$ cat config.mk
export PLATFORM = sky130hd
export DESIGN_NAME = hit_judge
export DESIGN_NICKNAME = d
export VERILOG_FILES = /design/src/rtl/stepmania_pkg.sv /design/src/rtl/hit_judge_lane.sv /design/src/rtl/hit_judge.sv
export SDC_FILE = /design/constraint.sdc
export NUM_CORES = 1
export LEC_CHECK = 0
export CAP_MARGIN = 20
export CORE_MARGIN = 2
export CORE_UTILIZATION = 40
export DETAILED_ROUTE_END_ITERATION = 10
export PLACE_DENSITY = 0.68
export SETUP_SLACK_MARGIN = 0.05
export SYNTH_ARGS = -nofsm -noshare
export SYNTH_HDL_FRONTEND = slang
export SYNTH_SLANG_ARGS = --single-unit
$ cat constraint.sdc
create_clock -name Clk -period 3.2 [get_ports Clk]
set_input_delay 0.48 -clock Clk [delete_from_list [all_inputs] [get_ports Clk]]
set_output_delay 0.48 -clock Clk [all_outputs]
set_load 0.005 [all_outputs]
$ cat src/rtl/stepmania_pkg.sv
// Shared types and defaults for the per-lane hit judge: grades, lane FSM
// states, timing windows, point values and a 4-bit saturating adder.
package stepmania_pkg;

    localparam int NUM_LANES        = 4;
    localparam int DEF_PERFECT_WIN  = 4;
    localparam int DEF_GOOD_WIN     = 10;
    localparam int DEF_OK_WIN       = 20;
    localparam int DEF_PTS_PERFECT  = 3;
    localparam int DEF_PTS_GOOD     = 2;
    localparam int DEF_PTS_OK       = 1;
    localparam int DEF_DEBOUNCE_CYC = 50000;
    localparam int COMBO_BONUS_AT   = 50;
    localparam int COMBO_MAX        = 1023;

    typedef enum logic [1:0] {
        G_NONE    = 2'd0,
        G_OK      = 2'd1,
        G_GOOD    = 2'd2,
        G_PERFECT = 2'd3
    } grade_t;

    typedef enum logic [1:0] {
        S_IDLE    = 2'd0,
        S_HELD    = 2'd1,
        S_LOCKOUT = 2'd2
    } lane_state_t;

    function automatic logic [3:0] sat_add4(input logic [3:0] a, input logic [2:0] b);
        logic [4:0] s;
        s = {1'b0, a} + {2'b00, b};
        return (s > 5'd15) ? 4'd15 : s[3:0];
    endfunction

endpackage

$ cat src/rtl/hit_judge_lane.sv
// One lane of the hit judge: key synchronizer, press/lockout FSM, timing
// judge and per-frame hit/miss accumulators. Bonus/event ports exist only with HIT_JUDGE_COMBO_EN.
module lane_judge
    import stepmania_pkg::*;
#(
    parameter int PERFECT_WIN  = DEF_PERFECT_WIN,
    parameter int GOOD_WIN     = DEF_GOOD_WIN,
    parameter int OK_WIN       = DEF_OK_WIN,
    parameter int PTS_PERFECT  = DEF_PTS_PERFECT,
    parameter int PTS_GOOD     = DEF_PTS_GOOD,
    parameter int PTS_OK       = DEF_PTS_OK,
    parameter int DEBOUNCE_CYC = DEF_DEBOUNCE_CYC
) (
    input  logic        Clk,
    input  logic        reset,
    input  logic        key,
    input  logic        frame_rise,
    input  logic        arrow_valid,
    input  logic [9:0]  arrow_dist,
    input  logic        arrow_expired,
`ifdef HIT_JUDGE_COMBO_EN
    input  logic        bonus,
    output logic        hit_ev,
    output logic        miss_ev,
`endif
    output logic        consume,
    output logic [3:0]  hit,
    output logic [3:0]  miss,
    output logic [1:0]  grade,
    output lane_state_t state
);

    localparam int          CNT_W         = (DEBOUNCE_CYC > 1) ? $clog2(DEBOUNCE_CYC) : 1;
    localparam logic [CNT_W-1:0] L_LOCK_LOAD = CNT_W'(DEBOUNCE_CYC - 1);
    localparam logic [8:0]  L_PERFECT_WIN = 9'(PERFECT_WIN);
    localparam logic [8:0]  L_GOOD_WIN    = 9'(GOOD_WIN);
    localparam logic [8:0]  L_OK_WIN      = 9'(OK_WIN);
    localparam logic [2:0]  L_PTS_PERFECT = 3'(PTS_PERFECT);
    localparam logic [2:0]  L_PTS_GOOD    = 3'(PTS_GOOD);
    localparam logic [2:0]  L_PTS_OK      = 3'(PTS_OK);

    logic              r_key_s1, r_key_s2, r_key_prev;
    logic [2:0]        r_prime;
    lane_state_t       r_state;
    logic [CNT_W-1:0]  r_cnt;
    logic [3:0]        r_hit_acc, r_miss_acc, r_hit, r_miss;
    grade_t            r_grade;
    logic              r_consume;

    logic              w_key_rise, w_judge, w_hit_judged;
    logic [9:0]        w_neg;
    logic [8:0]        w_abs;
    logic [2:0]        w_hit_pts, w_bonus_pts;
    logic [1:0]        w_miss_pts;
    grade_t            w_grade;

    // Edges are only trusted once the synchronizer and prev flop hold real key
    // samples, so a key held through reset never looks like a fresh press.
    assign w_key_rise = r_key_s2 & ~r_key_prev & r_prime[2];
    assign w_judge    = (r_state == S_IDLE) & w_key_rise;

    assign w_neg = 10'd0 - arrow_dist;
    assign w_abs = !arrow_dist[9]          ? arrow_dist[8:0] :
                   (arrow_dist == 10'h200) ? 9'd511          : w_neg[8:0];

`ifdef HIT_JUDGE_COMBO_EN
    assign w_bonus_pts = {2'b00, bonus};
    assign hit_ev      = w_hit_judged;
    assign miss_ev     = (w_miss_pts != 2'd0);
`else
    assign w_bonus_pts = 3'd0;
`endif

    always_comb begin
        w_hit_pts    = 3'd0;
        w_miss_pts   = 2'd0;
        w_grade      = G_NONE;
        w_hit_judged = 1'b0;
        if (w_judge) begin
            if (arrow_valid && (w_abs <= L_PERFECT_WIN)) begin
                w_hit_pts    = L_PTS_PERFECT + w_bonus_pts;
                w_grade      = G_PERFECT;
                w_hit_judged = 1'b1;
            end else if (arrow_valid && (w_abs <= L_GOOD_WIN)) begin
                w_hit_pts    = L_PTS_GOOD;
                w_grade      = G_GOOD;
                w_hit_judged = 1'b1;
            end else if (arrow_valid && (w_abs <= L_OK_WIN)) begin
                w_hit_pts    = L_PTS_OK;
                w_grade      = G_OK;
                w_hit_judged = 1'b1;
            end else begin
                w_miss_pts   = 2'd1;
            end
        end
        if (arrow_expired) begin
            w_miss_pts = w_miss_pts + 2'd1;
        end
    end

    always_ff @(posedge Clk) begin
        if (reset) begin
            r_key_s1   <= 1'b0;
            r_key_s2   <= 1'b0;
            r_key_prev <= 1'b0;
            r_prime    <= 3'b000;
            r_state    <= S_IDLE;
            r_cnt      <= '0;
            r_hit_acc  <= 4'd0;
            r_miss_acc <= 4'd0;
            r_hit      <= 4'd0;
            r_miss     <= 4'd0;
            r_grade    <= G_NONE;
            r_consume  <= 1'b0;
        end else begin
            r_key_s1   <= key;
            r_key_s2   <= r_key_s1;
            r_key_prev <= r_key_s2;
            r_prime    <= {r_prime[1:0], 1'b1};

            case (r_state)
                S_IDLE: begin
                    if (w_key_rise) r_state <= S_HELD;
                end
                S_HELD: begin
                    if (!r_key_s2) begin
                        r_state <= S_LOCKOUT;
                        r_cnt   <= L_LOCK_LOAD;
                    end
                end
                S_LOCKOUT: begin
                    if (r_cnt == '0) r_state <= S_IDLE;
                    else             r_cnt   <= r_cnt - 1'b1;
                end
                default: r_state <= S_IDLE;
            endcase

            r_consume <= w_hit_judged;
            if (w_judge)            r_grade <= w_grade;
            else if (arrow_expired) r_grade <= G_NONE;

            // At a frame edge the finished totals move out and this cycle's
            // events seed the new frame, so nothing is dropped or counted twice.
            if (frame_rise) begin
                r_hit      <= r_hit_acc;
                r_miss     <= r_miss_acc;
                r_hit_acc  <= sat_add4(4'd0, w_hit_pts);
                r_miss_acc <= sat_add4(4'd0, {1'b0, w_miss_pts});
            end else begin
                r_hit_acc  <= sat_add4(r_hit_acc, w_hit_pts);
                r_miss_acc <= sat_add4(r_miss_acc, {1'b0, w_miss_pts});
            end
        end
    end

    assign consume = r_consume;
    assign hit     = r_hit;
    assign miss    = r_miss;
    assign grade   = r_grade;
    assign state   = r_state;

endmodule

$ cat src/rtl/hit_judge.sv
// Four-lane hit judge: frame strobe conditioning, lane instances and, with
// HIT_JUDGE_COMBO_EN defined, the cross-lane combo counter and PERFECT bonus.
module hit_judge
    import stepmania_pkg::*;
#(
    parameter int PERFECT_WIN  = DEF_PERFECT_WIN,
    parameter int GOOD_WIN     = DEF_GOOD_WIN,
    parameter int OK_WIN       = DEF_OK_WIN,
    parameter int PTS_PERFECT  = DEF_PTS_PERFECT,
    parameter int PTS_GOOD     = DEF_PTS_GOOD,
    parameter int PTS_OK       = DEF_PTS_OK,
    parameter int DEBOUNCE_CYC = DEF_DEBOUNCE_CYC
) (
    input  logic                               Clk,
    input  logic                               reset,
    input  logic                               frame_clk,
    input  logic [NUM_LANES-1:0]               key,
    input  logic [NUM_LANES-1:0]               arrow_valid,
    input  logic signed [9:0]                  arrow_dist0,
    input  logic signed [9:0]                  arrow_dist1,
    input  logic signed [9:0]                  arrow_dist2,
    input  logic signed [9:0]                  arrow_dist3,
    input  logic [NUM_LANES-1:0]               arrow_expired,
    output logic [NUM_LANES-1:0]               arrow_consume,
    output logic [3:0]                         hit0,
    output logic [3:0]                         hit1,
    output logic [3:0]                         hit2,
    output logic [3:0]                         hit3,
    output logic [3:0]                         miss0,
    output logic [3:0]                         miss1,
    output logic [3:0]                         miss2,
    output logic [3:0]                         miss3,
    output logic [1:0]                         grade0,
    output logic [1:0]                         grade1,
    output logic [1:0]                         grade2,
    output logic [1:0]                         grade3,
`ifdef HIT_JUDGE_COMBO_EN
    output logic [9:0]                         combo,
`endif
    output lane_state_t [NUM_LANES-1:0]        dbg_lane_state
);

    logic       r_frame_s1, r_frame_s2, r_frame_prev;
    logic       w_frame_rise;
    logic [9:0] w_dist  [NUM_LANES];
    logic [3:0] w_hit   [NUM_LANES];
    logic [3:0] w_miss  [NUM_LANES];
    logic [1:0] w_grade [NUM_LANES];

    always_ff @(posedge Clk) begin
        if (reset) begin
            r_frame_s1   <= 1'b0;
            r_frame_s2   <= 1'b0;
            r_frame_prev <= 1'b0;
        end else begin
            r_frame_s1   <= frame_clk;
            r_frame_s2   <= r_frame_s1;
            r_frame_prev <= r_frame_s2;
        end
    end

    assign w_frame_rise = r_frame_s2 & ~r_frame_prev;

    assign w_dist[0] = arrow_dist0;
    assign w_dist[1] = arrow_dist1;
    assign w_dist[2] = arrow_dist2;
    assign w_dist[3] = arrow_dist3;

`ifdef HIT_JUDGE_COMBO_EN
    logic [NUM_LANES-1:0] w_hit_ev, w_miss_ev;
    logic [9:0]           r_combo;
    logic [2:0]           w_nhits;
    logic [10:0]          w_combo_sum;
    logic                 w_bonus;

    always_comb begin
        w_nhits = 3'd0;
        for (int i = 0; i < NUM_LANES; i++) begin
            w_nhits = w_nhits + {2'b00, w_hit_ev[i]};
        end
    end

    assign w_combo_sum = {1'b0, r_combo} + {8'd0, w_nhits};
    assign w_bonus     = (r_combo >= 10'(COMBO_BONUS_AT));

    // Any miss in the cycle wins over hits landing alongside it.
    always_ff @(posedge Clk) begin
        if (reset)                           r_combo <= 10'd0;
        else if (|w_miss_ev)                 r_combo <= 10'd0;
        else if (w_combo_sum > 11'(COMBO_MAX)) r_combo <= 10'(COMBO_MAX);
        else                                 r_combo <= w_combo_sum[9:0];
    end

    assign combo = r_combo;
`endif

    for (genvar g = 0; g < NUM_LANES; g++) begin : g_lane
        lane_judge #(
            .PERFECT_WIN (PERFECT_WIN),
            .GOOD_WIN    (GOOD_WIN),
            .OK_WIN      (OK_WIN),
            .PTS_PERFECT (PTS_PERFECT),
            .PTS_GOOD    (PTS_GOOD),
            .PTS_OK      (PTS_OK),
            .DEBOUNCE_CYC(DEBOUNCE_CYC)
        ) u_lane (
            .Clk          (Clk),
            .reset        (reset),
            .key          (key[g]),
            .frame_rise   (w_frame_rise),
            .arrow_valid  (arrow_valid[g]),
            .arrow_dist   (w_dist[g]),
            .arrow_expired(arrow_expired[g]),
`ifdef HIT_JUDGE_COMBO_EN
            .bonus        (w_bonus),
            .hit_ev       (w_hit_ev[g]),
            .miss_ev      (w_miss_ev[g]),
`endif
            .consume      (arrow_consume[g]),
            .hit          (w_hit[g]),
            .miss         (w_miss[g]),
            .grade        (w_grade[g]),
            .state        (dbg_lane_state[g])
        );
    end

    assign hit0   = w_hit[0];
    assign hit1   = w_hit[1];
    assign hit2   = w_hit[2];
    assign hit3   = w_hit[3];
    assign miss0  = w_miss[0];
    assign miss1  = w_miss[1];
    assign miss2  = w_miss[2];
    assign miss3  = w_miss[3];
    assign grade0 = w_grade[0];
    assign grade1 = w_grade[1];
    assign grade2 = w_grade[2];
    assign grade3 = w_grade[3];

endmodule

==> key figures <==
Finish
  • Antenna Cells: 0
  • Final nets: 1317
  • P&R area growth vs syn: 31.58%
  • Final Non-Filler Cells: 1502
  • Design Area, Final: 11430 sq um
  • Final core occ: 54.02%
  • Share of cells above drive strength 1: 15.65%
  • Fillers: 1921

Worst hold path
  • Hold Path Class: input pin to flip-flop

Routing
  • DRT Wirelength: 21.33 mm
  • First DRT Iteration DRCs: 304
  • Routed len/inst: 14.20 microns
  • DRT antenna net count: 0
  • Post-DR vias/cell: 5.396
  • # DRC: 0
  • Via total after detailed routing: 8105
  • DRT Pass-1 Iters: 6

Logic synthesis
  • Seq/Total Area, Yosys: 38.27%
  • Post-synth net total: 1138
  • Synth area leader: dfxtp_1
  • Syn Area/Cell: 8.391 sq um
  • Yosys reg bits: 166
  • Mapped Area: 8685 sq um
  • Synth async-reset ratio: 0%
  • Share of the synthesized area in the top cell type: 38.27%
  • Yosys warns: 0
  • Ys flop type: dfxtp_1
  • Syn Inst Count: 1035
  • Synth top area cells: dfxtp_1 38%, ha_1 5.8%, a21oi_1 5.1%
  • Number of flops mapped to enable cells by yosys: 0
  • Post-synth cell types: 75

Die
  • Row cnt: 53
  • Chip Height: 151.4 microns
  • Chip Width: 151.4 microns
  • Core footprint: 21150 sq um
  • I/O pin count: 107
  • Initial Utilization: 41.05%
  • Die Footprint: 22910 sq um

Run
  • Max-cap violations: 0

Clock tree
  • TritonCTS Sinks: 166
  • CTS Buffer Depth: 2
  • Root Buffer: clkbuf_16
  • CTS tree: built
  • H-tree levels: 4
  • TritonCTS buffer count: 17
  • Worst skew pair latency: 430 ps
  • Clk slew on worst S/H paths: 70 ps
  • Hold Buf Count CTS: 0

Timing
  • Unrepaired setup endpoints after global routing: yes
  • Slew at the pin closest to its max-slew limit: 890.0 ps
  • Maximum clock frequency: 0.3236 GHz
  • Period utilization: 96.56%
  • Clk_skew: 10.19 ps
  • Clock period minus worst slack: 3090 ps
  • Fin. max-slew vios: 0
  • Rel. slew slack: 40.54%
  • Endpoints failing setup: 0
  • Final Hold Fails: 0

GRT
  • Global route overflow: 0
  • Pin count of the biggest net entering global routing: 74
  • Met3 Use GR: 3.946%
  • Vias in the first global route: 7629
  • GR met2 Demand/Resource: 32.42%
  • Grt peak-use layer: met2
  • Met1 Use GR: 24.80%
  • Initial antenna violation count: 0
  • First-pass GRT wire length: 35.54 mm
  • Gr usage total: 19.05%

Placed design
  • Hpwl dp: 15.44 mm
  • Final Wtd Congestion: 0.8436
  • Placed Cells: 1469
  • I/O Buffers: 106
  • Placed instance area: 10660 sq um

Worst setup path
  • CP Class: input pin to flip-flop
  • CP max FO: 2
  • CP arrival: 3410 ps
  • Data required time at the worst endpoint: 3520 ps
  • Type of origin of the critical path: input pin
  • Worst setup EP type: flip-flop

Power and ir drop
  • Pwr dens: 447.7 nW/um^2
  • Leakage power: 4.471 nW
  • Final Power: 5.116 mW
  • Peak VDD IR: 303.8 uV

Status
  • Status: finished clean
## logic make-up (layout without fill, tap and decap cells)
| group | after synthesis | after routing | synth area share, % |
|---|---|---|---|
| XOR/XNOR | 32 | 32 | 3.227 |
| multiplexers | 6 | 6 | 0.7204 |
| buffers and inverters | 91 | 283 | 4.120 |
| flip-flops | 166 | 166 | 38.27 |
| adder cells (fa/ha/maj) | 48 | 48 | 7.607 |
| AO/OA/AOI/OAI | 270 | 270 | 20.85 |
| AND/OR/NAND/NOR | 422 | 422 | 25.21 |
## final cells by class
class                   instances  area (sq um)  area share, %
clock buffers                  18         429.2          3.756
clock inverters                14         166.4          1.456
inverters                      48         180.2          1.577
multi-input cells             778          5200          45.51
flip-flops and latches        166          3323          29.08
well taps                     275         344.1          3.011
repair buffers                203          1784          15.61
## Yosys cell counts (all sizes together) (8+ instances only)
cell / instances
nor4: 20
nor3: 36
o31ai: 19
nor2: 77
nor2b: 35
nand2: 115
or4: 24
a21o: 13
o211ai: 11
a21oi: 89
and3: 11
nand4: 10
a211oi: 16
dfxtp: 166
xnor2: 13
nand3: 20
a311oi: 14
inv: 48
o21ai: 36
nand2b: 14
clkbuf: 37
xor2: 19
ha: 40
or3: 22
a31oi: 18
fa: 8
## layout by cell type, fill, tap and decap left out, drive strengths merged, types with 5 or more instances in the layout
| master | instances |
|---|---|
| a211oi | 16 |
| a21boi | 7 |
| a21o | 13 |
| a21oi | 89 |
| a311oi | 14 |
| a31oi | 18 |
| and2 | 5 |
| and3 | 11 |
| buf | 98 |
| clkbuf | 18 |
| clkdlybuf4s50 | 99 |
| dfxtp | 166 |
| fa | 8 |
| ha | 40 |
| inv | 56 |
| nand2 | 115 |
| nand2b | 14 |
| nand3 | 20 |
| nand3b | 5 |
| nand4 | 10 |
| nor2 | 77 |
| nor2b | 35 |
| nor3 | 36 |
| nor3b | 5 |
| nor4 | 20 |
| o211ai | 11 |
| o21a | 5 |
| o21ai | 36 |
| o31ai | 19 |
| or2 | 5 |
| or3 | 22 |
| or4 | 24 |
| xnor2 | 13 |
| xor2 | 19 |
## worst max-delay path, stage by stage
cell	delay, ps
clkdlybuf4s50_1	410
or4_4	540
nand2b_1	170
a31oi_1	220
o21a_1	170
nor2_1	40
ha_1	290
ha_2	210
fa_1	410
and3_1	220
nor3_1	160
nor2_1	80
## report_power, final
| part | leakage, nW | total, mW | switching [mW] | internal, mW |
|---|---|---|---|---|
| logic | 2.83 | 0.811 | 0.437 | 0.374 |
| clock network | 0.293 | 2.09 | 0.910 | 1.18 |
| registers | 1.35 | 2.22 | 0.0717 | 2.14 |
| total | 4.47 | 5.12 | 1.42 | 3.70 |
## per-layer routing
metal  share of wire (%)  routed length (microns)
met1                  47                    10100
met2                  49                    10360
met3                 3.5                      741
met4                0.63                      135
met5                   0                        0
## sequential cells by signal, summed over array words and instances, names as in the netlist
| name | flops |
|---|---|
| g_lane.u_lane.consume | 4 |
| g_lane.u_lane.miss | 16 |
| g_lane.u_lane.r_cnt | 64 |
| g_lane.u_lane.r_key_s2 | 4 |
| r_frame_prev | 1 |
| g_lane.u_lane.r_key_s1 | 4 |
| r_frame_s1 | 1 |
| g_lane.u_lane.r_hit_acc | 16 |
| g_lane.u_lane.r_prime | 3 |
| g_lane.u_lane.hit | 16 |
| g_lane.u_lane.r_key_prev | 4 |
| g_lane.u_lane.grade | 8 |
| g_lane.u_lane.state | 8 |
| g_lane.u_lane.r_miss_acc | 16 |
| r_frame_s2 | 1 |
## metrics by stage
step,hold slack (ps),setup WS (ps),TNS (ps)
finish,333.9,110.2,0
global route,323.6,16.44,0
CTS,321.4,58.81,0
detailed placement,425.8,-564.3,-13000
global placement,418.2,-464.9,-11070
floorplan,413.8,58.64,0
## path summary, 6_finish.rpt
check	from	end	slack, ps	depth (start not counted)
min	reset	g_lane[0].u_lane.r_cnt[8]	330	2
max	arrow_dist2[5]	g_lane[2].u_lane.r_miss_acc[1]	110	12
min reg2reg	g_lane[0].u_lane.r_key_s1	g_lane[0].u_lane.r_key_s2	450	1
max reg2reg	g_lane[3].u_lane.r_key_s2	g_lane[3].u_lane.r_hit_acc[1]	510	8
## what timing repair did
item,4_1_cts,5_1_grt
endpoints found under the setup margin,22,25
resized for setup,19,29
pin swaps,11,14
setup buffers,1,0
(Power assumes the default switching activity.)
